File: config.mk
export PLATFORM = sky130hd
export DESIGN_NAME = poci_serializer
export DESIGN_NICKNAME = d
export VERILOG_FILES = /design/src/rtl/poci_serializer.sv
export SDC_FILE = /design/constraint.sdc
export NUM_CORES = 1
export LEC_CHECK = 0
export CAP_MARGIN = 40
export CORE_MARGIN = 2
export CORE_UTILIZATION = 45
export CTS_CLUSTER_DIAMETER = 30
export DETAILED_ROUTE_END_ITERATION = 10
export GPL_TIMING_DRIVEN = 0
export PLACE_DENSITY = 0.69
export SLEW_MARGIN = 20
export SYNTH_ARGS = -nofsm -noshare
export SYNTH_HDL_FRONTEND = slang
export SYNTH_SLANG_ARGS = --single-unit
export TNS_END_PERCENT = 5
File: constraint.sdc
create_clock -name sclk -period 3.65 [get_ports sclk]
set_input_delay 0.365 -clock sclk [delete_from_list [all_inputs] [get_ports sclk]]
set_output_delay 0.365 -clock sclk [all_outputs]
set_load 0.05 [all_outputs]
File: src/rtl/poci_serializer.sv
// SPI read-path (POCI) serializer: captures the frame's address byte from PICO,
// then streams register bytes MSB first from that address with auto-increment.
module poci_serializer #(
    parameter int                DATA_W   = 8,
    parameter int                MAX_ADDR = 59,
    parameter logic [DATA_W-1:0] FILL     = '0
) (
    input  logic              sclk,
    input  logic              rstn,
    input  logic              frame_en,
    input  logic              serial_in,
    input  logic [DATA_W-1:0] rd_data,
    output logic [DATA_W-1:0] rd_addr,
    output logic              serial_out,
    output logic              out_en,
    output logic              byte_done
);

    localparam int CW = $clog2(DATA_W);
    localparam logic [CW-1:0] LAST = CW'(DATA_W - 1);

    typedef enum logic [1:0] {IDLE, ADDR, TURN, DATA} state_t;

    state_t            state, state_n;
    logic [DATA_W-1:0] addr_ptr, addr_ptr_n;
    logic [DATA_W-1:0] shreg, shreg_n;
    logic [DATA_W-1:0] addr_sr, addr_sr_n;
    logic [CW-1:0]     bit_cnt, bit_cnt_n;
    logic              done_q, done_n;
    logic [DATA_W-1:0] load_val;

    // Out-of-range addresses read back as FILL instead of whatever the mux returns.
    assign load_val = (addr_ptr > DATA_W'(MAX_ADDR)) ? FILL : rd_data;

    always_ff @(posedge sclk or negedge rstn) begin
        if (!rstn) begin
            state    <= IDLE;
            addr_ptr <= '0;
            shreg    <= '0;
            addr_sr  <= '0;
            bit_cnt  <= '0;
            done_q   <= 1'b0;
        end else begin
            state    <= state_n;
            addr_ptr <= addr_ptr_n;
            shreg    <= shreg_n;
            addr_sr  <= addr_sr_n;
            bit_cnt  <= bit_cnt_n;
            done_q   <= done_n;
        end
    end

    always_comb begin
        state_n    = state;
        addr_ptr_n = addr_ptr;
        shreg_n    = shreg;
        addr_sr_n  = addr_sr;
        bit_cnt_n  = bit_cnt;
        done_n     = 1'b0;
        if (!frame_en) begin
            // addr_ptr deliberately holds across frames
            state_n   = IDLE;
            shreg_n   = '0;
            bit_cnt_n = '0;
        end else begin
            case (state)
                IDLE: begin
                    addr_sr_n = {{(DATA_W-1){1'b0}}, serial_in};
                    bit_cnt_n = CW'(1);
                    state_n   = ADDR;
                end
                ADDR: begin
                    addr_sr_n = {addr_sr[DATA_W-2:0], serial_in};
                    if (bit_cnt == LAST) begin
                        addr_ptr_n = addr_sr_n;
                        bit_cnt_n  = '0;
                        state_n    = TURN;
                    end else begin
                        bit_cnt_n = bit_cnt + 1'b1;
                    end
                end
                TURN: begin
                    shreg_n    = load_val;
                    addr_ptr_n = addr_ptr + 1'b1;
                    bit_cnt_n  = '0;
                    state_n    = DATA;
                end
                DATA: begin
                    // Reload on the last bit edge so bytes run back-to-back.
                    if (bit_cnt == LAST) begin
                        shreg_n    = load_val;
                        addr_ptr_n = addr_ptr + 1'b1;
                        bit_cnt_n  = '0;
                        done_n     = 1'b1;
                    end else begin
                        shreg_n   = shreg << 1;
                        bit_cnt_n = bit_cnt + 1'b1;
                    end
                end
                default: state_n = IDLE;
            endcase
        end
    end

    assign rd_addr    = addr_ptr;
    assign serial_out = shreg[DATA_W-1];
    assign out_en     = (state == TURN) || (state == DATA);
    assign byte_done  = done_q;

endmodule

---- After elaboration in Yosys (flattened, before gate mapping) ----
Index checks and enable logic that the tools add are counted.
operators by class
  add/sub/neg operators ................... 2
  muxes and demuxes ....................... 17
  reductions and logical operators ........ 8
  bitwise operators ....................... 0
  order comparisons ....................... 1
  div/mod/pow operators ................... 0
  shift operators ......................... 0
  equality and inequality tests ........... 9
  multipliers ............................. 0
operator list
  operator                                                                 number
  8-bit 2-to-1 mux                                                         5
  8-bit one-hot mux with 3 select lines                                    1
  8-bit one-hot mux with 2 select lines                                    1
  7-bit one-hot mux with 2 select lines                                    1
  3-bit one-hot mux with 3 select lines                                    1
  8-bit by 1-bit adder with 8-bit output, second input constant            1
  8-bit by 6-bit > comparator with 1-bit output, second input constant     1
  3-bit 2-to-1 mux                                                         2
  2-bit one-hot mux with 3 select lines                                    1
  2-bit equality test, second input constant                               2
  2-bit 2-to-1 mux                                                         2
  2-bit inequality test, second input constant                             2
  4-bit by 1-bit inequality test with 1-bit output, second input constant  1
  2-bit AND reduction                                                      2
  4-bit AND reduction                                                      1
  3-bit by 1-bit adder with 3-bit output, second input constant            1
  3-bit equality test, second input constant                               1
  1-bit 2-to-1 mux                                                         3
  3-bit by 1-bit inequality test with 1-bit output, second input constant  1
  3-bit inequality test, second input constant                             1
  3-bit nonzero test                                                       1
  2-bit by 1-bit equality test with 1-bit output, second input constant    1
  2-bit logical NOT                                                        1
  2-bit nonzero test                                                       1
  other kinds (2)                                                          2
storage, ports and cells
  latch bits .............................. 0
  bits in read-only memories .............. 0
  flip-flop bits (word level) ............. 29
  word-level logic and storage cells ...... 43
  output and inout bits ................... 11
  RAM bits ................................ 0
  input bits .............................. 12
  memories ................................ 0

---- Depth between registers and ports, before layout ----
Gate-level depths: netlist (run 1).
  depth in word-level cells ............... 5
  gate-level depth with buffers ........... 7
  depth with buffers taken out ............ 7

---- Worst setup path before layout (run 1) ----
OpenSTA, ideal clock, no wires.
  path kind ............................... register -> register
  from .................................... register state[0]
  to ...................................... register addr_ptr[0], in the netlist rd_addr[0]
  stages on the path, launching flop included .. 7
  data arrival time ....................... 1.516 ns
  buffers on the path ..................... 1
  clock period less this slack ............ 1.662 ns
  required time ........................... 3.504 ns
  slack ................................... 1.988 ns
  cell sequence ........................... dfrtp_1 > ha_1 > nor2_4 > inv_1 > buf_2 > o21ai_0 > mux2i_1
on the way
  word-level cells in the longest chain between the ends .. 3
RTL lines
  what                                                                                          line  RTL
  start: declaration                                                                            24    state_t state, state_n;
  start signal: assignment                                                                      44    state <= state_n;
  2-bit by 1-bit equality test with 1-bit output / 2-bit equality test (equally long branches)  66    case (state)
  2-bit inequality test (no line) / 3-bit nonzero test (equally long branches)                  n/a
  4-bit AND reduction (no line)                                                                 n/a
  end signal: assignment                                                                        45    addr_ptr <= addr_ptr_n;
  end: declaration                                                                              25    logic [DATA_W-1:0] addr_ptr, addr_ptr_n;
Several ways; a longest one is shown, not always the timed one.
A chain may end at the register's enable or synchronous reset.

---- Worst setup path after layout (run 1) ----
  from .................................... register state[0]
  to ...................................... output port out_en
on the way
  word-level cells in the longest chain between the ends .. 2
RTL lines
  what                 line  RTL
  2-bit equality test  107   assign out_en = (state == TURN) || (state == DATA);
  1-bit logical OR *   107
  end: declaration     15    output logic out_en,
Every way passes the cells marked *; elsewhere a longest branch is shown, timed or not.

==> results.md, run 1 <==
- Routed len/inst: 14.5 um
- Seq/Total Area, Yosys: 0.500
- Pwr/cell area: 796 nW/um2
- CTS tree: yes
- Tot GR Track Use: 0.208
- Fin cells: 216
- Slew headroom: 0.585
- Ranking of synthesized cells by area: dfrtp_1 (50%), ha_1 (6.0%), nand2_1 (4.1%), a22oi_1 (3.6%), a22o_1 (3.6%)
- Vias per Instance: 5.56
- R2R Setup Slk: 1750 ps
- Die H: 60.8 um
- Hold Crit Class: in2async
- Startpoint Class: register
- Area of the die: 3700 um2
- NumNets Final: 190
- First-pass DRT Iterations: 4
- Core Area: 3050 um2
- Register bit total from synthesis: 29
- Worst Skew: 5.53 ps
- Most frequent cell on the critical path: inv_1
- Hold Buf Count CTS: 0
- Placed cell count: 208
- PortBufs: 22
- Final ANT Viol Nets: 0
- Most common cell after layout, fill and taps aside: dfrtp_1
- Setup CP Type: reg2out
- Grt ovf: 0
- Syn Area/Cell: 10.2 um2
- Clock-pin slew on the worst setup and hold paths: 90 ps
- Final worst path period need: 2870 ps
- Final hold viol count: 0
- Pin count of the biggest net entering global routing: 30
- Antenna cell count: 0
- Async set-reset flop share out of synthesis: 1.00
- Setup TNS: 0 ps
- Fillers: 282
- H-tree depth: 2
- Via count: 1,202
- Req. time, crit path: 3280 ps
- Num rows: 20
- Leading area contributor after synthesis: dfrtp_1
- Detail Placement HPWL: 2200 um
- Main synth FF type: dfrtp_1
- Commonest non-fill, non-tap cells in the layout: dfrtp_1 (29), clkdlybuf4s50_1 (21), nand2_1 (16), nor2_1 (11), a21oi_1 (10)
- Post-synth EDFFs: 0
- 1st-iter DRT viols: 63
- Drt total wl: 3140 um
- Fraction of layout cells with a size suffix above 1: 0.0930
- Global-route wire length before repair: 5500 um
- Critical path, cell by cell: inv_1 -> ha_1 -> nor2_4 -> inv_1 -> buf_2 -> clkdlybuf4s50_1
- Clock Path Buffers: 2
- Setup bufs post-CTS: 0
- CP Capture Type: output port
- Endpoints failing setup: 0
- CP max FO: 10
- Yosys cell types: 34
- CTS Sinks: 29
- Leak: 0.764 nW
- Clock buffer count from CTS: 5
- Cell Area, Synth: 1450 um2
- IO Count: 23
- Fin. max-slew vios: 0
- Cell count after synthesis: 142
- Max Clk Rate: 349 MHz
- DRC Markers: 0
- Slew @ Worst Pin: 623 ps
- Post-Syn Nets: 161
- Status: finished clean
- CP max stage delay: 840 ps
- CTS root buf: clkbuf_4
- Arrival time worst endpoint: 2500 ps
- Starting Density: 0.475
- Yosys warns: 0
- Vias in the first global route: 1,201
- Maxcap violations: 0
- Synthesis-to-finish area growth: 22.2%
- Worst-Skew Late Latency: 320 ps
- Fin crit share: 0.785
- IR drop worst, VDD: 471 uV
- Share of the synthesized area in the top cell type: 0.500
- RePlAce Congestion: 0.795
- Die X-Extent: 60.8 um
- Post-CTS sizing: 0
- Antenna violations before repair: 0
- Slowest CP cell: clkdlybuf4s50_1
- RSZ-0062 raised after global routing: false
==> stage by stage <==
step	hold slack, ps	instance area (um2)	total power, mW	util	setup slack, ps
after CTS	68.0	1770	1.42	0.581	790
after floorplan	69.4	1450	1.01	-	1990
after global routing	69.7	1770	1.53	0.581	645
after global placement	469	1730	1.21	0.566	1190
final	44.9	1770	1.41	0.581	784
after detailed placement	427	1720	1.23	0.564	1190
==> synthesized netlist by cell type (all sizes together) (2+ instances only) <==
library cell / n
nand2: 16
nor4b: 2
inv: 4
o21a: 2
dfrtp: 29
a22oi: 7
a2bb2oi: 5
nand2b: 2
a21oi: 10
buf: 2
o21ai: 15
nand3: 3
o22ai: 4
nor3: 2
ha: 7
a22o: 6
a31oi: 2
nor2: 12
nor4: 2
==> per-layer routing <==
metal	share of wire	up-vias	GRT usage
met2	0.47	28	0.323
met3	0.044	6	0.0640
li1	-	585	-
met4	0.015	0	0.0745
met1	0.47	583	0.276
met5	0	-	0
==> critical path, delay by kind of cell, from the launching register on <==
| family | cells | cell delay [ps] |
|---|---|---|
| flip-flops | 1 | 430 |
| buffers and inverters | 4 | 1400 |
| AND/OR/NAND/NOR | 1 | 90 |
| adder cells (fa/ha/maj) | 1 | 250 |
==> cell type report <==
cell class                 count  area [um2]  area share
inverter                       4        15.0     0.00847
sequential                    29         726       0.409
buffer                         3        20.0      0.0113
clock buffer                   6        41.3      0.0233
multi-input combinational    106         691       0.390
timing repair buffer          22         215       0.121
tap                           44        55.1      0.0311
clock inverter                 2        10.0     0.00565
==> sequential cells by signal (all words and copies together) (netlist names) <==
| signal | cells |
|---|---|
| state | 2 |
| rd_addr | 8 |
| addr_sr | 7 |
| shreg | 8 |
| bit_cnt | 3 |
| byte_done | 1 |
==> logic make-up (layout without fill, tap and decap cells) <==
group,count (synthesis),count (layout),synth area share
compound gates,51,51,0.225
simple gates,46,46,0.176
flops,29,29,0.500
fa+ha+maj,7,7,0.0603
buf+inv,7,37,0.0241
mux,2,2,0.0147
==> report_power, final <==
group          leakage [nW]  switching [mW]  internal, mW  total [mW]
logic                 0.348           0.452         0.269       0.720
clock network        0.0320           0.112        0.0732       0.185
registers             0.384          0.0999         0.407       0.506
==> path summary, 6_finish.rpt <==
check / depth (start not counted) / end / start
max: 6 / out_en / state[0]
max reg2reg: 6 / rd_addr[7] / bit_cnt[0]
max in group asynchronous: 1 / state[1] / rstn
min in group sclk: 2 / shreg[7] / shreg[7]
min: 1 / shreg[6] / rstn
min reg2reg: 2 / shreg[7] / shreg[7]
No activity file was read; power rests on OpenSTA's default activity.
==> run 2: changes to the inputs <==
==> constraint.sdc (replaced) <==
create_clock -name sclk -period 2.7 [get_ports sclk]
set_input_delay 0.27 -clock sclk [delete_from_list [all_inputs] [get_ports sclk]]
set_output_delay 0.27 -clock sclk [all_outputs]
set_load 0.05 [all_outputs]
==> run 2 against run 1 <==
Against the previous run:
- sequential share of layout area decreased by 0.20 points
- cell count rose by 0.46%
- flip-flop and latch count unchanged
- setup slack got worse by 570 ps
- non-clock buffer count up 1
- total power up 35%
- via count grew 1.2%
- global-route usage increased by 0.089 points
- final area grew 0.49%
- first-iteration DRC count down 1.6%
==> results.md, run 2 (synthesis gave the netlist of run 1 again) <==
- Status: finished clean
- P_sw: 0.896 mW
- Critical path, cell by cell: inv_1 -> ha_1 -> nor2_4 -> inv_1 -> buf_2 -> dlygate4sd2_1
- Leak: 0.772 nW
- Max Clk Rate: 402 MHz
- Req. time, crit path: 2430 ps
- Most common cell after layout, fill and taps aside: dfrtp_1
- Clock share of power: 0.132
- R2R Setup Slk: 810 ps
- IR drop worst, VDD: 636 uV
- Clock-pin slew on the worst setup and hold paths: 90 ps
- Fin crit share: 0.920
- NumNets Final: 191
- Area of the die: 3700 um2
- Drt total wl: 3150 um
- Arrival time worst endpoint: 2210 ps
- Placed cell count: 208
- Grt ovf: 0
- 1st-iter DRT viols: 62
- WP buf/inv: 4
- Pwr/cell area: 1070 nW/um2
- Internal power: 1.01 mW
- Fin cells: 217
- CP Depth: 6
- Slew @ Worst Pin: 627 ps
- Num rows: 20
- CTS tree: yes
- DRC Markers: 0
- Final worst path period need: 2480 ps
- CP Capture Type: output port
- Pin count of the biggest net entering global routing: 30
- Slowest CP cell: dlygate4sd2_1
- Startpoint Class: register
- Reg2Reg Depth: 6
- CP max FO: 10
- CP max stage delay: 560 ps
- Setup CP Type: reg2out
- Final ANT Viol Nets: 0
- CTS Sinks: 29
- Setup TNS: 0 ps
- Die H: 60.8 um
- Via count: 1,217
- Clock Path Buffers: 2
- R2R Path Start: bit_cnt[0]
- Antenna violations before repair: 0
- First-pass DRT Iterations: 4
- Vias per Instance: 5.61
- Global-route wire length before repair: 5530 um
- Tot GR Track Use: 0.209
- Placed inst area: 1720 um2
- Slew headroom: 0.582
- Commonest non-fill, non-tap cells in the layout: dfrtp_1 (29), clkdlybuf4s50_1 (20), nand2_1 (16), nor2_1 (11), a21oi_1 (10)
- PortBufs: 22
- Maxcap violations: 0
- Hold Crit Class: in2async
- Setup bufs post-CTS: 0
- Endpoints failing setup: 0
- R2R Path End: rd_addr[7]
- RSZ-0062 raised after global routing: false
- Fin. max-slew vios: 0
- CTS root buf: clkbuf_4
- IO Count: 23
- Antenna cell count: 0
- Synthesis-to-finish area growth: 22.8%
- Routed len/inst: 14.5 um
- Vias in the first global route: 1,213
- RePlAce Congestion: 0.795
- Starting Density: 0.475
- Net Sw Frac: 0.471
- Worst-Skew Late Latency: 320 ps
- Core Area: 3050 um2
- Cell area after layout: 1780 um2
- Detail Placement HPWL: 2200 um
- Reg power frac: 0.360
- Most frequent cell on the critical path: inv_1
- Fraction of layout cells with a size suffix above 1: 0.0925
- Critical path's top delay family: buffers and inverters
- Final hold viol count: 0
- Worst Skew: 5.83 ps
- Comb pwr share: 0.508
- Die X-Extent: 60.8 um
- H-tree depth: 2
- Final Util: 0.584
- Clock buffer count from CTS: 5
run 2: cell count changes in the layout (fill, tap and decap cells not counted):
cell	previous run	this run
dlygate4sd2_1	0	1
dlygate4sd3_1	0	1
clkdlybuf4s50_1	21	20
run 2: final cells by class:
type	count	area, um2
plain buffers	3	20.0
clock buffers	6	41.3
clock inverters	2	10.0
fillers	281	1270
inverters	4	15.0
multi-input cells	106	691
flip-flops and latches	29	726
well taps	44	55.1
repair buffers	23	224
run 2: metrics by stage:
step           hold WS, ps  power, mW  setup slack (ps)
2_1_floorplan        -25.6       1.37              1040
3_5_place_dp           332       1.66               331
5_1_grt                507       2.06              75.7
3_3_place_gp           469       1.64               333
6_report               498       1.90               215
4_1_cts                503       1.92               219
run 2: what timing repair did:
action | 4_1_cts | 5_1_grt
resized for setup | 1 | 0
endpoints found under the setup margin | 1 | 0
hold buffers | 1 | 0
endpoints found under the hold margin | 29 | 0
run 2: worst max-delay path by stage:
stage	slack [ps]	to	startpoint
4_1_cts	220	out_en	state[0]
3_3_place_gp	330	out_en	state[0]
5_1_grt	80	out_en	state[0]
6_report	220	out_en	state[0]
2_1_floorplan	1040	rd_addr[0]	state[0]
3_5_place_dp	330	out_en	state[0]
run 2: worst register-to-register path: stages (launching register included):
cell and delay (ps):
dfrtp_1 400, ha_1 200, ha_1 280, o21a_1 160
o21ai_1 480, a21oi_1 100, a2bb2oi_1 160
run 2: power groups by stage:
stage	Sequential (mW)	Clock (mW)	Combinational [mW]
global route	0.702	0.286	1.07
detailed placement	0.690	0	0.970
CTS	0.684	0.260	0.972
global placement	0.683	0	0.954
finish	0.685	0.250	0.967
floorplan	0.854	0	0.518
run 2: layer usage:
| metal | track usage | routed length [um] |
|---|---|---|
| met5 | 0 | 0 |
| met1 | 0.276 | 1450 |
| met4 | 0.0745 | 46 |
| met3 | 0.0640 | 161 |
| met2 | 0.326 | 1490 |
==> run 3: changes to the inputs <==
--- a/config.mk
+++ b/config.mk
@@ -11,7 +11,7 @@
 export CTS_CLUSTER_DIAMETER = 30
 export DETAILED_ROUTE_END_ITERATION = 10
 export GPL_TIMING_DRIVEN = 0
-export PLACE_DENSITY = 0.69
+export PLACE_DENSITY_LB_ADDON = 0.15
 export SLEW_MARGIN = 20
 export SYNTH_ARGS = -nofsm -noshare
 export SYNTH_HDL_FRONTEND = slang
==> run 3 against run 2 <==
Against the previous run:
- setup slack lost 4.8 ps
- global-route usage shrank 1.3 points
- cell count is the same
==> results.md, run 3 (synthesis gave the netlist of run 1 again) <==
- Commonest non-fill, non-tap cells in the layout: dfrtp_1 (29), clkdlybuf4s50_1 (20), nand2_1 (16), nor2_1 (11), a21oi_1 (10)
- CP max FO: 10
- Area of the die: 3700 um2
- Status: finished clean
- Maxcap violations: 0
- FF/Latch Area: 726 um2
- Fin. max-slew vios: 0
- Starting Density: 0.475
- IR drop worst, VDD: 521 uV
- 1st-iter DRT viols: 56
- Worst Skew: 9.13 ps
- DP Worst Slack: 300 ps
- Max Clk Rate: 402 MHz
- Leak: 0.781 nW
- DRC Markers: 0
- Pwr/cell area: 1090 nW/um2
- Antenna cell count: 0
- Arrival time worst endpoint: 2220 ps
- Global-route wire length before repair: 5220 um
- Startpoint Class: register
- Clock Path Buffers: 2
- Hold slack: 483 ps
- Critical path, cell by cell: ha_1 -> nor2_4 -> inv_1 -> buf_2 -> dlygate4sd2_1
- Fraction of layout cells with a size suffix above 1: 0.0983
- Slew @ Worst Pin: 639 ps
- Clock buffer count from CTS: 5
- Vias per Instance: 5.60
- Num rows: 20
- Tot GR Track Use: 0.196
- First-pass DRT Iterations: 4
- H-tree depth: 2
- Launch point of the worst path: state[0]
- Fillers: 281
- WP buf/inv: 3
- Drt total wl: 3100 um
- Hold Crit Class: in2async
- Endpoints failing setup: 0
- Pin count of the biggest net entering global routing: 30
- RSZ-0062 raised after global routing: false
- Reg2Reg Depth: 6
- Slew headroom: 0.571
- Setup CP Type: reg2out
- Die H: 60.8 um
- Setup TNS: 0 ps
- CP Depth: 5
- Routed len/inst: 14.3 um
- RePlAce Congestion: 0.799
- Fin crit share: 0.922
- Area of the multi-input gates: 691 um2
- Via count: 1,215
- Cell area after layout: 1800 um2
- Worst-Skew Late Latency: 330 ps
- CTS tree: yes
- Die X-Extent: 60.8 um
- Vias in the first global route: 1,166
- Most common cell after layout, fill and taps aside: dfrtp_1
- Req. time, crit path: 2430 ps
- Placed inst area: 1720 um2
- CP Capture Type: output port
- CTS root buf: clkbuf_4
- Slowest CP cell: dlygate4sd2_1
- Setup bufs post-CTS: 0
- R2R Setup Slk: 770 ps
- R2R Path End: rd_addr[6]
- Final worst path period need: 2490 ps
- Critical path's top delay family: buffers and inverters
- Antenna violations before repair: 0
- CP max stage delay: 560 ps
- CTS Sinks: 29
- Clock-pin slew on the worst setup and hold paths: 90 ps
- PortBufs: 22
- Core Area: 3050 um2
- Detail Placement HPWL: 2190 um
- R2R Path Start: bit_cnt[0]
- IO Count: 23
- Final hold viol count: 0
- NumNets Final: 191
- Final ANT Viol Nets: 0
- Grt ovf: 0
- Synthesis-to-finish area growth: 24.1%
- Worst setup margin: 210 ps
run 3: worst max-delay path by stage:
stage	to	slack (ps)
final	out_en	210
after global routing	out_en	20
after CTS	out_en	190
after detailed placement	out_en	300
after global placement	out_en	340
after floorplan	rd_addr[0]	1040
run 3: worst reg2reg max path: stages (launching register included):
cell and delay [ps]:
dfrtp_1 400, ha_1 200, ha_1 270, o21a_1 150
o21ai_1 510, nor2_1 120, a2bb2oi_1 150
run 3: area by class of cell:
cell class,instances,area share
plain buffers,3,0.0111
clock buffers,7,0.0361
clock inverters,1,0.00278
inverters,4,0.00834
multi-input cells,106,0.384
flip-flops and latches,29,0.403
well taps,44,0.0306
repair buffers,23,0.124
run 3: what timing repair did:
| item | in CTS | in global routing |
|---|---|---|
| setup endpoints to repair | 1 | 0 |
| resized for setup | 1 | 0 |
| hold buffers | 1 | 0 |
| endpoints found under the hold margin | 29 | 0 |
run 3: per-layer routing:
metal / wire [um] / part of all wire / global-route usage
met3: 190 / 0.061 / 0.0640
met2: 1500 / 0.49 / 0.318
met5: 0 / 0 / 0
met4: 51 / 0.016 / 0.0807
met1: 1360 / 0.44 / 0.242
run 3: where the power goes:
group | leakage [nW] | total [mW] | switching, mW | internal (mW)
clock network | 0.0413 | 0.302 | 0.151 | 0.151
registers | 0.384 | 0.679 | 0.129 | 0.550
logic | 0.356 | 0.973 | 0.613 | 0.359
run 3: metrics by stage:
stage,total power [mW],util,cells
after CTS,1.97,0.590,217
after detailed placement,1.66,0.564,208
after global placement,1.64,0.566,208
final,1.95,0.590,217
after global routing,2.10,0.590,217
after floorplan,1.37,-,142
